### src/rtl/page_cam.sv
`default_nettype none
// ============================================================================
//  Module      : page_cam
//  Description : 32-entry page-translation CAM. Each entry holds
//                {valid, key[7:0], data[7:0]} where key = {vpn[3:0], pid[3:0]}.
//                Commands (write / delete / lookup) are accepted in IDLE and
//                resolved by a sequential scan of one entry per clock, then a
//                single RESP cycle before the next command can be taken.
//  Ports       : clk       - single clock, rising edge
//                rst       - asynchronous active-high reset
//                cmd[1:0]  - 00 idle, 01 write, 10 delete, 11 lookup
//                key[7:0]  - search tag {vpn, pid}
//                datain    - physical address stored by a write
//                dataout   - physical address returned by a lookup hit
//                outvalid  - one-cycle pulse on lookup hit
//                pagefault - one-cycle pulse on lookup miss, delete miss, or
//                            write of a new key into a full table
//                outrdy    - high when a new command can be accepted
//                full      - high when all 32 entries are valid
//  Revision    : 1.0 - initial release
// ============================================================================
module page_cam (
   input  logic       clk,
   input  logic       rst,
   input  logic [1:0] cmd,
   input  logic [7:0] key,
   input  logic [7:0] datain,
   output logic [7:0] dataout,
   output logic       outvalid,
   output logic       pagefault,
   output logic       outrdy,
   output logic       full
);

   localparam logic [1:0] c_CMD_IDLE   = 2'b00;
   localparam logic [1:0] c_CMD_WRITE  = 2'b01;
   localparam logic [1:0] c_CMD_DELETE = 2'b10;
   localparam logic [1:0] c_CMD_LOOKUP = 2'b11;
   localparam int         c_ENTRIES    = 32;
   localparam logic [4:0] c_LAST_IDX   = 5'd31;

   typedef enum logic [1:0] {
      ST_IDLE = 2'd0,
      ST_SCAN = 2'd1,
      ST_RESP = 2'd2
   } state_t;

   // ---------------------------------------------------------------------
   // Registers
   // ---------------------------------------------------------------------
   state_t                 r_state;
   logic [1:0]             r_cmd;
   logic [7:0]             r_key;
   logic [7:0]             r_din;
   logic [4:0]             r_idx;
   logic                   r_free_found;
   logic [4:0]             r_free_idx;
   logic [c_ENTRIES-1:0]   r_valid;
   logic [7:0]             r_keys [c_ENTRIES];
   logic [7:0]             r_data [c_ENTRIES];
   logic [7:0]             r_dataout;
   logic                   r_outvalid;
   logic                   r_pagefault;
   logic                   r_outrdy;

   // ---------------------------------------------------------------------
   // Next-state wires
   // ---------------------------------------------------------------------
   state_t                 w_state_nxt;
   logic [1:0]             w_cmd_nxt;
   logic [7:0]             w_key_nxt;
   logic [7:0]             w_din_nxt;
   logic [4:0]             w_idx_nxt;
   logic                   w_free_found_nxt;
   logic [4:0]             w_free_idx_nxt;
   logic [7:0]             w_dataout_nxt;
   logic                   w_outvalid_nxt;
   logic                   w_pagefault_nxt;
   logic                   w_outrdy_nxt;
   logic                   w_tbl_we;
   logic [4:0]             w_tbl_idx;
   logic                   w_set_valid;
   logic                   w_clr_valid;

   logic                   w_match;
   logic                   w_last;
   logic                   w_free_here;
   logic                   w_free_any;
   logic [4:0]             w_free_sel;

   // Entry under comparison this cycle is r_idx (entry i-1 at edge Ei).
   assign w_match     = r_valid[r_idx] && (r_keys[r_idx] == r_key);
   assign w_last      = (r_idx == c_LAST_IDX);
   assign w_free_here = !r_valid[r_idx];
   // The entry compared on the final edge must also count as a free
   // candidate, so fold it in combinationally rather than waiting a cycle.
   assign w_free_any  = r_free_found || w_free_here;
   assign w_free_sel  = r_free_found ? r_free_idx : r_idx;

   assign full      = &r_valid;
   assign dataout   = r_dataout;
   assign outvalid  = r_outvalid;
   assign pagefault = r_pagefault;
   assign outrdy    = r_outrdy;

   // ---------------------------------------------------------------------
   // Next-state / output decode
   // ---------------------------------------------------------------------
   always_comb begin
      w_state_nxt      = r_state;
      w_cmd_nxt        = r_cmd;
      w_key_nxt        = r_key;
      w_din_nxt        = r_din;
      w_idx_nxt        = r_idx;
      w_free_found_nxt = r_free_found;
      w_free_idx_nxt   = r_free_idx;
      w_dataout_nxt    = r_dataout;
      w_outvalid_nxt   = r_outvalid;
      w_pagefault_nxt  = r_pagefault;
      w_outrdy_nxt     = r_outrdy;
      w_tbl_we         = 1'b0;
      w_tbl_idx        = r_idx;
      w_set_valid      = 1'b0;
      w_clr_valid      = 1'b0;

      case (r_state)
         ST_IDLE: begin
            w_outvalid_nxt  = 1'b0;
            w_pagefault_nxt = 1'b0;
            w_outrdy_nxt    = 1'b1;
            if (cmd != c_CMD_IDLE) begin
               w_cmd_nxt        = cmd;
               w_key_nxt        = key;
               w_din_nxt        = datain;
               w_idx_nxt        = 5'd0;
               w_free_found_nxt = 1'b0;
               w_free_idx_nxt   = 5'd0;
               w_outrdy_nxt     = 1'b0;
               w_state_nxt      = ST_SCAN;
            end
         end

         ST_SCAN: begin
            if (!r_free_found && w_free_here) begin
               w_free_found_nxt = 1'b1;
               w_free_idx_nxt   = r_idx;
            end
            if (!w_last) begin
               w_idx_nxt = r_idx + 5'd1;
            end

            if (w_match) begin
               // Keys are unique, so the first match is the only match.
               w_state_nxt = ST_RESP;
               case (r_cmd)
                  c_CMD_LOOKUP: begin
                     w_dataout_nxt  = r_data[r_idx];
                     w_outvalid_nxt = 1'b1;
                  end
                  c_CMD_WRITE: begin
                     w_tbl_we  = 1'b1;
                     w_tbl_idx = r_idx;
                  end
                  c_CMD_DELETE: begin
                     w_clr_valid = 1'b1;
                     w_tbl_idx   = r_idx;
                  end
                  default: ;
               endcase
            end else if (w_last) begin
               w_state_nxt = ST_RESP;
               case (r_cmd)
                  c_CMD_WRITE: begin
                     if (w_free_any) begin
                        w_tbl_we    = 1'b1;
                        w_set_valid = 1'b1;
                        w_tbl_idx   = w_free_sel;
                     end else begin
                        w_pagefault_nxt = 1'b1;
                     end
                  end
                  c_CMD_LOOKUP,
                  c_CMD_DELETE: begin
                     w_pagefault_nxt = 1'b1;
                  end
                  default: ;
               endcase
            end
         end

         ST_RESP: begin
            w_outvalid_nxt  = 1'b0;
            w_pagefault_nxt = 1'b0;
            w_outrdy_nxt    = 1'b1;
            w_state_nxt     = ST_IDLE;
         end

         default: begin
            w_state_nxt  = ST_IDLE;
            w_outrdy_nxt = 1'b1;
         end
      endcase
   end

   // ---------------------------------------------------------------------
   // Control / output registers
   // ---------------------------------------------------------------------
   always_ff @(posedge clk or posedge rst) begin
      if (rst) begin
         r_state      <= ST_IDLE;
         r_cmd        <= c_CMD_IDLE;
         r_key        <= 8'h00;
         r_din        <= 8'h00;
         r_idx        <= 5'd0;
         r_free_found <= 1'b0;
         r_free_idx   <= 5'd0;
         r_dataout    <= 8'h00;
         r_outvalid   <= 1'b0;
         r_pagefault  <= 1'b0;
         r_outrdy     <= 1'b1;
      end else begin
         r_state      <= w_state_nxt;
         r_cmd        <= w_cmd_nxt;
         r_key        <= w_key_nxt;
         r_din        <= w_din_nxt;
         r_idx        <= w_idx_nxt;
         r_free_found <= w_free_found_nxt;
         r_free_idx   <= w_free_idx_nxt;
         r_dataout    <= w_dataout_nxt;
         r_outvalid   <= w_outvalid_nxt;
         r_pagefault  <= w_pagefault_nxt;
         r_outrdy     <= w_outrdy_nxt;
      end
   end

   // Valid bits are the only table state that reset must clear.
   always_ff @(posedge clk or posedge rst) begin
      if (rst) begin
         r_valid <= '0;
      end else if (w_set_valid) begin
         r_valid[w_tbl_idx] <= 1'b1;
      end else if (w_clr_valid) begin
         r_valid[w_tbl_idx] <= 1'b0;
      end
   end

   // Key/data storage is qualified by the valid bits, so it needs no reset.
   always_ff @(posedge clk) begin
      if (w_tbl_we) begin
         r_keys[w_tbl_idx] <= r_key;
         r_data[w_tbl_idx] <= r_din;
      end
   end

endmodule
`default_nettype wire
### config.mk
export PLATFORM = sky130hd
export DESIGN_NAME = page_cam
export DESIGN_NICKNAME = d
export VERILOG_FILES = /design/src/rtl/page_cam.sv
export SDC_FILE = /design/constraint.sdc
export NUM_CORES = 1
export LEC_CHECK = 0
export CAP_MARGIN = 0
export CORE_ASPECT_RATIO = 1.2
export CORE_MARGIN = 1.5
export CORE_UTILIZATION = 57
export CTS_CLUSTER_DIAMETER = 150
export DETAILED_ROUTE_END_ITERATION = 10
export DONT_BUFFER_PORTS = 1
export GPL_TIMING_DRIVEN = 1
export PLACE_DENSITY = 0.75
export SLEW_MARGIN = 30
export SYNTH_ARGS = -nofsm -noshare
export SYNTH_HDL_FRONTEND = slang
export SYNTH_SLANG_ARGS = --single-unit
### constraint.sdc
create_clock -name clk -period 4.7 [get_ports clk]
set_input_delay 0.94 -clock clk [delete_from_list [all_inputs] [get_ports clk]]
set_output_delay 0.94 -clock clk [all_outputs]
set_load 0.01 [all_outputs]
==> qor.csv, run 1 <==
metric;value;unit
Leakage;8.86;nW
antenna diode count;0;
setup TNS;0;ns
DRC;0;
Fmax achieved;225;MHz
placer congestion estimate;0.929;
initial antenna violation count;2;
gate count after technology mapping;1268;
Slew Limit Headroom;0.337;
I/O pins;32;
filler instances;2652;
area leader, netlist;edfxtp_1;
Most Crowded Layer GR;met2;
final instance area;26800;µm²
crit share post-route;0.947;
Worst Skew;0.0169;ns
drt first pass iters;6;
largest net degree at the start of global routing;51;
mapped cell area;23600;µm²
clk sinks;586;
Total GRT Usage;0.284;
post-DR vias/cell;6.81;
CTS Buf Count;54;
via count;13200;
CP startpoint kind;flip-flop;
Antenna Violating Nets Remaining;0;
EDFF count, synth;512;
Pwr Density;592;nW/µm²
CP cell instances;buf_8 > mux4_2 > a2111oi_0 > a21oi_1 > xnor2_1 > nand4_1 > o21ai_2 > mux2_2 > a31oi_2 > buf_4;
Skew-Pair Late Insertion Delay;0.61;ns
worst-path fanout max;16;
sequential share of the synthesized area;0.731;
layout cells sized above 1;0.275;
setup repair after global routing missed its margin;false;
status;finished clean;
syn nets;1290;
H-tree depth;2;
Initial Util;0.578;
number of max-cap violations;0;
Die Height;226;µm
cts hold-fix bufs;0;
total grt overflow;0;
flip-flop and latch area;17200;µm²
CTS tree;yes;
Slew Viols, Final;0;
P&R area growth vs syn;13.7;%
met2 Track Usage GR;0.443;
Multi-input gate area;6140;µm²
Core ar.;40700;µm²
hold_ws;0.314;ns
vias in the first global route;12900;
met1 Use GR;0.408;
top-area cell type share of the netlist area;0.653;
Final Hold Vio Count;0;
Unique masters post-synth;52;
DIE WIDTH;189;µm
Critical Path End Type;flip-flop;
first-pass GRT wire length;86900;µm
row count;81;
number of synthesized register bits;586;
die area;42600;µm²
min Tclk post-route;4.45;ns
Yosys Warn Count;0;
Hold Path Class;in2async;
clock root cell;clkbuf_16;
hpwl dp;36600;µm
Worst Setup Path Type;reg2reg;
Crit path buffers/inverters;2;
final setup vio count;0;
met3 Use GR;0.0544;
Worst EP required;4.97;ns
total wire length;59400;µm
reg-to-reg setup timing slack;0.25;ns
Area contributors post-synth;edfxtp_1 65%, mux4_2 13%, dfrtp_1 7.8%, o31ai_1 2.1%, nand2_1 2.0%;
Port Buffers;0;
Crit path max-delay family;compound AO/OA/AOI/OAI gates;
worst slew pin tran;0.990;ns
Peak VDD IR;0.482;mV
clk slew on worst S/H paths;0.06;ns
Clock Tree Buf Depth;3;
WL per Instance;30.7;µm
Final #Nets;1372;
Critical Path Max Stage Delay;0.65;ns
mean post-synth cell area;18.6;µm²
slowest CP cell;dfrtp_4;
asr flop ratio synth;0.126;
Total Power;15.9;mW
WP data arrival;4.72;ns
Top FF cell, synth;edfxtp_1;
initial DRC count;1888;
Post-DP Area;24900;µm²
## sequential cells by signal (all words and copies together), names as in the netlist, named ones only
register	cells
r_idx	5
r_cmd	2
outvalid	1
r_data	256
dataout	8
outrdy	1
r_free_idx	5
r_state	2
r_key	8
r_keys	256
pagefault	1
r_din	8
r_free_found	1
## worst reg2reg max path: cells and delay by family (launching register included)
family | cells | cell delay [ns]
AO/OA/AOI/OAI | 4 | 1.18
XOR/XNOR | 1 | 0.25
buffers and inverters | 2 | 0.58
flip-flops | 1 | 0.65
multiplexers | 2 | 1.12
AND/OR/NAND/NOR | 1 | 0.33
## Yosys cell counts (all sizes together), types with 4 or more instances
cell,count
nand4,13
nand3b,4
clkbuf,29
nand2b,8
nor4,4
mux2,16
buf,36
o221ai,6
nand2,128
mux4,139
edfxtp,512
dfrtp,73
nor3b,4
nor3,17
a22oi,7
nand3,6
a31oi,11
o21ai,16
o22ai,6
xnor2,6
a22o,9
o21a,5
inv,7
mux2i,27
nor2,28
o31ai,65
a21oi,51
## through the flow
stage,setup WS [ns],util,instances
after global routing,0.0953,0.658,1934
after global placement,0.184,0.610,1831
after detailed placement,0.162,0.611,1831
after floorplan,0.303,-,1268
after CTS,0.0895,0.657,1932
final,0.249,0.658,1934
## power by group
| part | total, mW | switching, mW | internal, mW |
|---|---|---|---|
| registers | 6.82 | 0.401 | 6.42 |
| logic | 4.47 | 2.77 | 1.69 |
| clock network | 4.59 | 1.90 | 2.68 |
| total | 15.9 | 5.08 | 10.8 |
## per-layer routing
| layer | wire (µm) | vias up | part of all wire |
|---|---|---|---|
| met5 | 10 | - | 0.00017 |
| met4 | 2130 | 2 | 0.036 |
| met3 | 6200 | 145 | 0.10 |
| met2 | 28500 | 882 | 0.48 |
| met1 | 22600 | 6814 | 0.38 |
| li1 | - | 5337 | - |
## cells in the final DEF (no fill, tap or decap), types with 9 or more instances in the layout
| cell | synthesis | layout |
|---|---|---|
| o31ai_1 | 65 | 65 |
| a21oi_2 | 0 | 28 |
| nand2_1 | 128 | 128 |
| edfxtp_1 | 512 | 512 |
| nor3_1 | 16 | 16 |
| dfrtp_1 | 73 | 66 |
| o21ai_0 | 14 | 13 |
| a21oi_1 | 51 | 23 |
| clkbuf_8 | 0 | 9 |
| buf_12 | 0 | 10 |
| clkbuf_1 | 29 | 9 |
| a22o_1 | 9 | 9 |
| buf_4 | 1 | 79 |
| mux2i_1 | 27 | 27 |
| clkbuf_16 | 0 | 55 |
| nor2_1 | 28 | 28 |
| mux4_2 | 139 | 139 |
| nand4_1 | 13 | 13 |
| mux2_2 | 16 | 16 |
## worst paths after layout
kind                                      startpoint                      to  cells after the start
worst max-delay path            r_idx[0]$_DFFE_PP0P_  r_data[7][0]$_DFFE_PP_                     10
min in group clk                           datain[0]    r_din[0]$_DFFE_PP0P_                      2
worst max register to register  r_idx[0]$_DFFE_PP0P_  r_data[7][0]$_DFFE_PP_                     10
worst min-delay path                             rst    outvalid$_DFFE_PP0P_                      1
max in group asynchronous                        rst    r_idx[0]$_DFFE_PP0P_                      2
worst min register to register  r_din[6]$_DFFE_PP0P_    r_din[6]$_DFFE_PP0P_                      2
## repair_timing
item / CTS / global route
buffers inserted: 0 / 2
setup endpoints to repair: 0 / 168
resized for setup: 0 / 1
## final cells by class
| cell class | instances | share of cell area |
|---|---|---|
| well taps | 539 | 0.0252 |
| inverters | 9 | 0.00135 |
| repair buffers | 91 | 0.0307 |
| flip-flops and latches | 586 | 0.643 |
| clock inverters | 28 | 0.0127 |
| clock buffers | 73 | 0.0572 |
| multi-input cells | 608 | 0.229 |
## cell families (layout without fill, tap and decap cells)
group           Yosys count  after routing  share of synthesized area
flops                   586            586                      0.731
simple gates            225            225                     0.0435
compound gates          190            190                     0.0543
mux                     182            182                      0.152
buf+inv                  74            201                     0.0146
xor+xnor                  9              9                    0.00335
fa+ha+maj                 2              2                    0.00106
(Power assumes the default switching activity.)
==> run 2, diff against run 1 <==
--- a/config.mk
+++ b/config.mk
@@ -9,7 +9,6 @@
 export CORE_ASPECT_RATIO = 1.2
 export CORE_MARGIN = 1.5
 export CORE_UTILIZATION = 57
-export CTS_CLUSTER_DIAMETER = 150
 export DETAILED_ROUTE_END_ITERATION = 10
 export DONT_BUFFER_PORTS = 1
 export GPL_TIMING_DRIVEN = 1
@@ -18,3 +17,4 @@
 export SYNTH_ARGS = -nofsm -noshare
 export SYNTH_HDL_FRONTEND = slang
 export SYNTH_SLANG_ARGS = --single-unit
+export TNS_END_PERCENT = 20
==> results of run 2 <==
Final layout, timing and power as in run 1 (identical DEF).
==> run 3, diff against run 2 <==
--- a/config.mk
+++ b/config.mk
@@ -12,6 +12,7 @@
 export DETAILED_ROUTE_END_ITERATION = 10
 export DONT_BUFFER_PORTS = 1
 export GPL_TIMING_DRIVEN = 1
+export MAX_ROUTING_LAYER = met4
 export PLACE_DENSITY = 0.75
 export SLEW_MARGIN = 30
 export SYNTH_ARGS = -nofsm -noshare
==> qor.csv, run 3 (synthesis results as in run 1) <==
metric;value;unit;change
crit share post-route;0.964;;+0.0167
setup TNS;0;ns;unchanged
Worst Skew;0.0315;ns;+0.0145 ns
Largest regs;r_data: 256 flops, r_keys: 256 flops;;
Post-DP Area;24900;µm²;about the same
slowest CP cell;mux2i_1;;
Worst Reg-to-Reg Cells;11;;+1
Clock Tree Buf Depth;3;;unchanged
CTS Buf Count;54;;unchanged
worst slew pin tran;1.02;ns;+0.0282 ns
final instance area;26800;µm²;about the same
placer congestion estimate;0.962;;+3.6%
Slew Viols, Final;0;;unchanged
initial DRC count;1699;;-10%
row count;81;;unchanged
Peak VDD IR;0.510;mV;+6.0%
DIE WIDTH;189;µm;unchanged
Critical Path End Type;flip-flop;;
count of non-filler cells in the finished layout;1932;;-0.10%
Hold Path Class;in2async;;
Die Height;226;µm;unchanged
Skew-Pair Late Insertion Delay;0.60;ns;about the same
post-CTS setup buffer count;0;;unchanged
commonest cells after routing, fill and taps aside;512 x edfxtp_1, 139 x mux4_2, 128 x nand2_1;;
Internal Power;10.7;mW;-0.63%
Antenna Violating Nets Remaining;0;;unchanged
Core ar.;40700;µm²;unchanged
min Tclk post-route;4.53;ns;+0.0785 ns
Port Buffers;0;;unchanged
first-pass GRT wire length;87100;µm;+0.20%
setup repair after global routing missed its margin;false;;
Leakage;8.85;nW;-0.15%
initial antenna violation count;3;;+1
H-tree depth;2;;unchanged
Slew Limit Headroom;0.321;;-0.0157
status;finished clean;;
Fmax achieved;221;MHz;-1.7%
Critical Path Max Stage Delay;0.79;ns;+0.14 ns
drt first pass iters;7;;+1
CTS tree;yes;;
Initial Util;0.578;;unchanged
post-DR vias/cell;6.82;;about the same
CP cell instances;mux4_2 > a211oi_1 > a221oi_1 > mux2_2 > nor3b_1 > nand4_1 > o21ai_2 > mux2i_1 > buf_4 > a21oi_2 > buf_4;;
Reg power frac;0.436;;+0.006
Worst EP required;5.01;ns;+0.04 ns
vias in the first global route;12900;;-0.22%
Total Power;15.8;mW;-0.36%
P&R area growth vs syn;13.7;%;about the same
via count;13200;;-0.053%
number of max-cap violations;0;;unchanged
CP startpoint kind;flip-flop;;
hold_ws;0.314;ns;+0.000545 ns
Gate power share;0.273;;-0.008
Final Hold Vio Count;0;;unchanged
WL per Instance;30.6;µm;-0.36%
clock root cell;clkbuf_16;;
Final #Nets;1370;;-0.15%
worst-path fanout max;21;;+5
total wire length;59100;µm;-0.47%
switching pwr;5.09;mW;+0.21%
hpwl dp;36800;µm;+0.57%
DRC;0;;unchanged
largest net degree at the start of global routing;51;;unchanged
Net Sw Frac;0.322;;+0.00183
WP data arrival;4.84;ns;+0.12 ns
Total GRT Usage;0.292;;+0.00787
die area;42600;µm²;unchanged
total grt overflow;0;;unchanged
layout cells sized above 1;0.279;;+0.00419
clock power share;0.290;;about the same
CP most frequent cell;buf_4;;
Worst Setup Path Type;reg2reg;;
most common cell after layout, fill and taps aside;edfxtp_1;;
clk slew on worst S/H paths;0.07;ns;about the same
DP Cell Count;1831;;unchanged
Pwr Density;591;nW/µm²;-0.31%
final setup vio count;0;;unchanged
clk sinks;586;;unchanged
filler instances;2578;;-2.8%
I/O pins;32;;unchanged
run 3: cell type report:
type | count | area (µm²) | share of cell area
Multi-Input combinational cell | 608 | 6160 | 0.230
Timing Repair Buffer | 89 | 781 | 0.0292
Antenna cell | 1 | 2.50 | 0.0000934
Inverter | 9 | 36.3 | 0.00135
Clock inverter | 33 | 375 | 0.0140
Clock buffer | 67 | 1510 | 0.0565
Tap cell | 539 | 674 | 0.0252
Sequential cell | 586 | 17200 | 0.644
run 3: worst paths after layout:
| path | start | endpoint | slack, ns |
|---|---|---|---|
| max | r_idx[0]$_DFFE_PP0P_ | r_data[8][7]$_DFFE_PP_ | 0.17 |
| min | rst | outvalid$_DFFE_PP0P_ | 0.31 |
| max reg2reg | r_idx[0]$_DFFE_PP0P_ | r_data[8][7]$_DFFE_PP_ | 0.17 |
| min reg2reg | outrdy$_DFFE_PP1N_ | outrdy$_DFFE_PP1N_ | 0.52 |
| max in group asynchronous | rst | r_idx[0]$_DFFE_PP0P_ | 3.48 |
| min in group clk | datain[1] | r_din[1]$_DFFE_PP0P_ | 0.45 |
run 3: timing repair:
action	in CTS	in global routing
hold buffers	0	0
endpoints found under the hold margin	0	0
gates resized for setup	0	2
setup endpoints to repair	0	194
run 3: power groups by stage:
stage / clock [mW] / combinational, mW / sequential (mW)
2_1_floorplan: 0 / 2.59 / 6.91
3_3_place_gp: 0 / 4.18 / 6.98
3_5_place_dp: 0 / 4.27 / 7.01
4_1_cts: 4.63 / 4.29 / 6.90
5_1_grt: 4.83 / 4.52 / 6.93
6_report: 4.59 / 4.32 / 6.90
run 3: critical path, delay by kind of cell (launching register included):
| family | cells | cell delay, ns |
|---|---|---|
| buf+inv | 2 | 0.56 |
| flops | 1 | 0.71 |
| compound gates | 4 | 0.85 |
| simple gates | 2 | 0.42 |
| mux | 3 | 1.70 |
run 3: metrics by stage:
stage               utilization  setup slack, ns
finish                    0.657            0.171
global route              0.657           0.0302
CTS                       0.657            0.101
detailed placement        0.611            0.153
global placement          0.610            0.182
floorplan                     -            0.303
run 3: layer usage:
layer	GRT usage	up-vias	wire, µm
met2	0.441	873	28200
met5	-	-	0
li1	-	5343	-
met1	0.415	6819	23300
met3	0.0485	138	5710
met4	0.0914	0	1990
==> patch (flow settings as in run 3) <==
Change the localparam `c_ENTRIES` from 32 to 16.
--- a/src/rtl/page_cam.sv
+++ b/src/rtl/page_cam.sv
@@ -37,5 +37,5 @@
    localparam logic [1:0] c_CMD_DELETE = 2'b10;
    localparam logic [1:0] c_CMD_LOOKUP = 2'b11;
-   localparam int         c_ENTRIES    = 32;
+   localparam int         c_ENTRIES    = 16;
    localparam logic [4:0] c_LAST_IDX   = 5'd31;
 
Formal check against the unedited RTL: no difference found for any inputs over 10 cycles, from zero or initial values and one cycle with rst high; that may be too few to reach the edited logic, so the function may still have changed.
==> patch against run 3 <==
Routed wire length is 49% lower. First-iteration DRC count is 54% lower. Worst setup slack better by 0.16 ns. Fmax is 3.7% higher. Sequential cell count is 272 lower. Sequential power decreased by 42%. Final area fell by 45%. Global-route usage is 2.0 points lower. Total power fell by 48%. Clock skew decreased by 0.014 ns. Clock power down 50%. Core utilization down 0.62 points. Synthesized area shrank 45%. Largest cell class unchanged. Largest power group unchanged.
==> patch: results (changes against run 3) <==
[critical_path]
critPathLaunch=r_idx[1]
cp_max_fo=46  ; +120%
worstRegToRegCells=10  ; -1
r2r-end=r_data[3][1]
reg2reg_slack_ns=0.33  ; +0.16 ns
cp.arrival_ns=4.62  ; -0.22 ns

[layout]
seq_cell_count=314  ; -46%
seq_share=0.6259  ; -0.01793
drive_gt1_frac=0.2619  ; -0.01752
nMultiInputCombCells=386  ; -37%
finalNetCount=815  ; -41%
clock_area_frac=0.06574  ; -0.004804
nonClkBufAreaFrac=0.02345  ; -0.005698
multi_input_area_share=0.2567  ; +0.02681
nClkBuffers=46  ; -31%
inverters=17  ; +8
fillers=1502  ; -42%

[outcome]
outcome=finished clean

[pwr]
finalPower_w=0.008181  ; -48%
p_leak_nw=5.072  ; -43%
ir_drop_v=0.0005193  ; +1.7%
power_frac_comb=0.227  ; -0.046
swShare=0.3091  ; -0.01254

[grt]
grt_max_degree=47  ; -7.8%
first_global_vias=7435  ; -42%
use_met2=0.4399  ; -0.0009230
use_met1=0.3650  ; -0.04983
grt_pass1_wl_mm=46.09  ; -47%
grt_use_met3=0.03281  ; -0.01567
track_usage=0.2720  ; -0.02005
antenna_found_initial=0  ; -3

[drt]
wl_met3_mm=2.127  ; -63%
wl_met2_mm=15.23  ; -46%
drt-met1-wl_mm=11.79  ; -49%
wl_mm=30.15  ; -49%
firstDrtPassIters=5  ; -2
vias=7187  ; -45%
initialDrtViolationCount=789  ; -54%

[cts]
cts_inserted_buffers=30  ; -44%
h-tree-depth=1  ; -1
insertion_delay_ns=0.56  ; -0.04 ns

[synthesis]
synthTopCellsByArea=edfxtp_1 59%, dfrtp_1 11%, mux4_2 10%
synth_enable_flop_cells=256  ; -50%
avgSynthCellArea_um2=17.33  ; -6.7%
synth_top_cells_by_count=256 x edfxtp_1, 84 x nand2_1, 58 x mux4_2, 57 x dfrtp_1, 27 x mux2i_1
syn_area_um2=13050  ; -45%
synth_cell_type_count=61  ; +17%
ys_async_sr_fraction=0.1847  ; +0.05843

[timing]
slew_headroom=0.4872  ; +0.1658
fin_skew_ns=0.01721  ; -0.01425 ns
holdWs_ns=0.3980  ; +0.08357 ns

[place]
gp_congestion=0.9321  ; -3.1%

-- patch: cell count changes in the layout (fill, tap and decap cells not counted), sizes merged, moves of 15 or more --
| cell | run 3 | this run |
|---|---|---|
| edfxtp | 512 | 256 |
| mux4 | 139 | 64 |
| o31ai | 65 | 4 |
| a21oi | 51 | 6 |
| buf | 89 | 44 |
| nand2 | 128 | 84 |
| clkbuf | 67 | 46 |
| nand3 | 6 | 25 |
| dfrtp | 73 | 57 |
| mux2 | 16 | 32 |
| nor3 | 17 | 2 |
-- patch: how the worst max path moves through the flow --
stage	endpoint	cells after the start
after floorplan	r_data[4][0]	10
after CTS	r_data[3][1]	10
final	r_data[3][1]	10
after global placement	r_data[4][0]	11
after global routing	r_data[15][5]	10
after detailed placement	r_data[3][2]	10
-- patch: kinds of logic (layout without fill, tap and decap cells) --
| kind of cell | after synthesis | in the layout | synth area share |
|---|---|---|---|
| xor+xnor | 8 | 8 | 0.005369 |
| fa+ha+maj | 2 | 2 | 0.001917 |
| mux | 123 | 123 | 0.1605 |
| buf+inv | 53 | 117 | 0.02032 |
| simple gates | 175 | 175 | 0.06394 |
| flops | 314 | 314 | 0.7003 |
| compound gates | 78 | 78 | 0.04765 |
-- patch: worst max-delay path: stages, from the launching register on --
cell and delay [ns]:
dfrtp_4 0.92, buf_4 0.38, mux4_2 0.53, mux2i_1 0.18
a21oi_1 0.10, nand3_1 0.15, nand4b_4 0.26, o32a_1 0.52
nand2b_1 0.28, o22ai_2 0.45, buf_4 0.26
-- patch: through the flow --
stage	utilization	cell area (µm²)
2_1_floorplan	-	13050
5_1_grt	0.6512	14620
3_5_place_dp	0.6083	13650
3_3_place_gp	0.6083	13650
4_1_cts	0.6511	14620
6_report	0.6512	14620
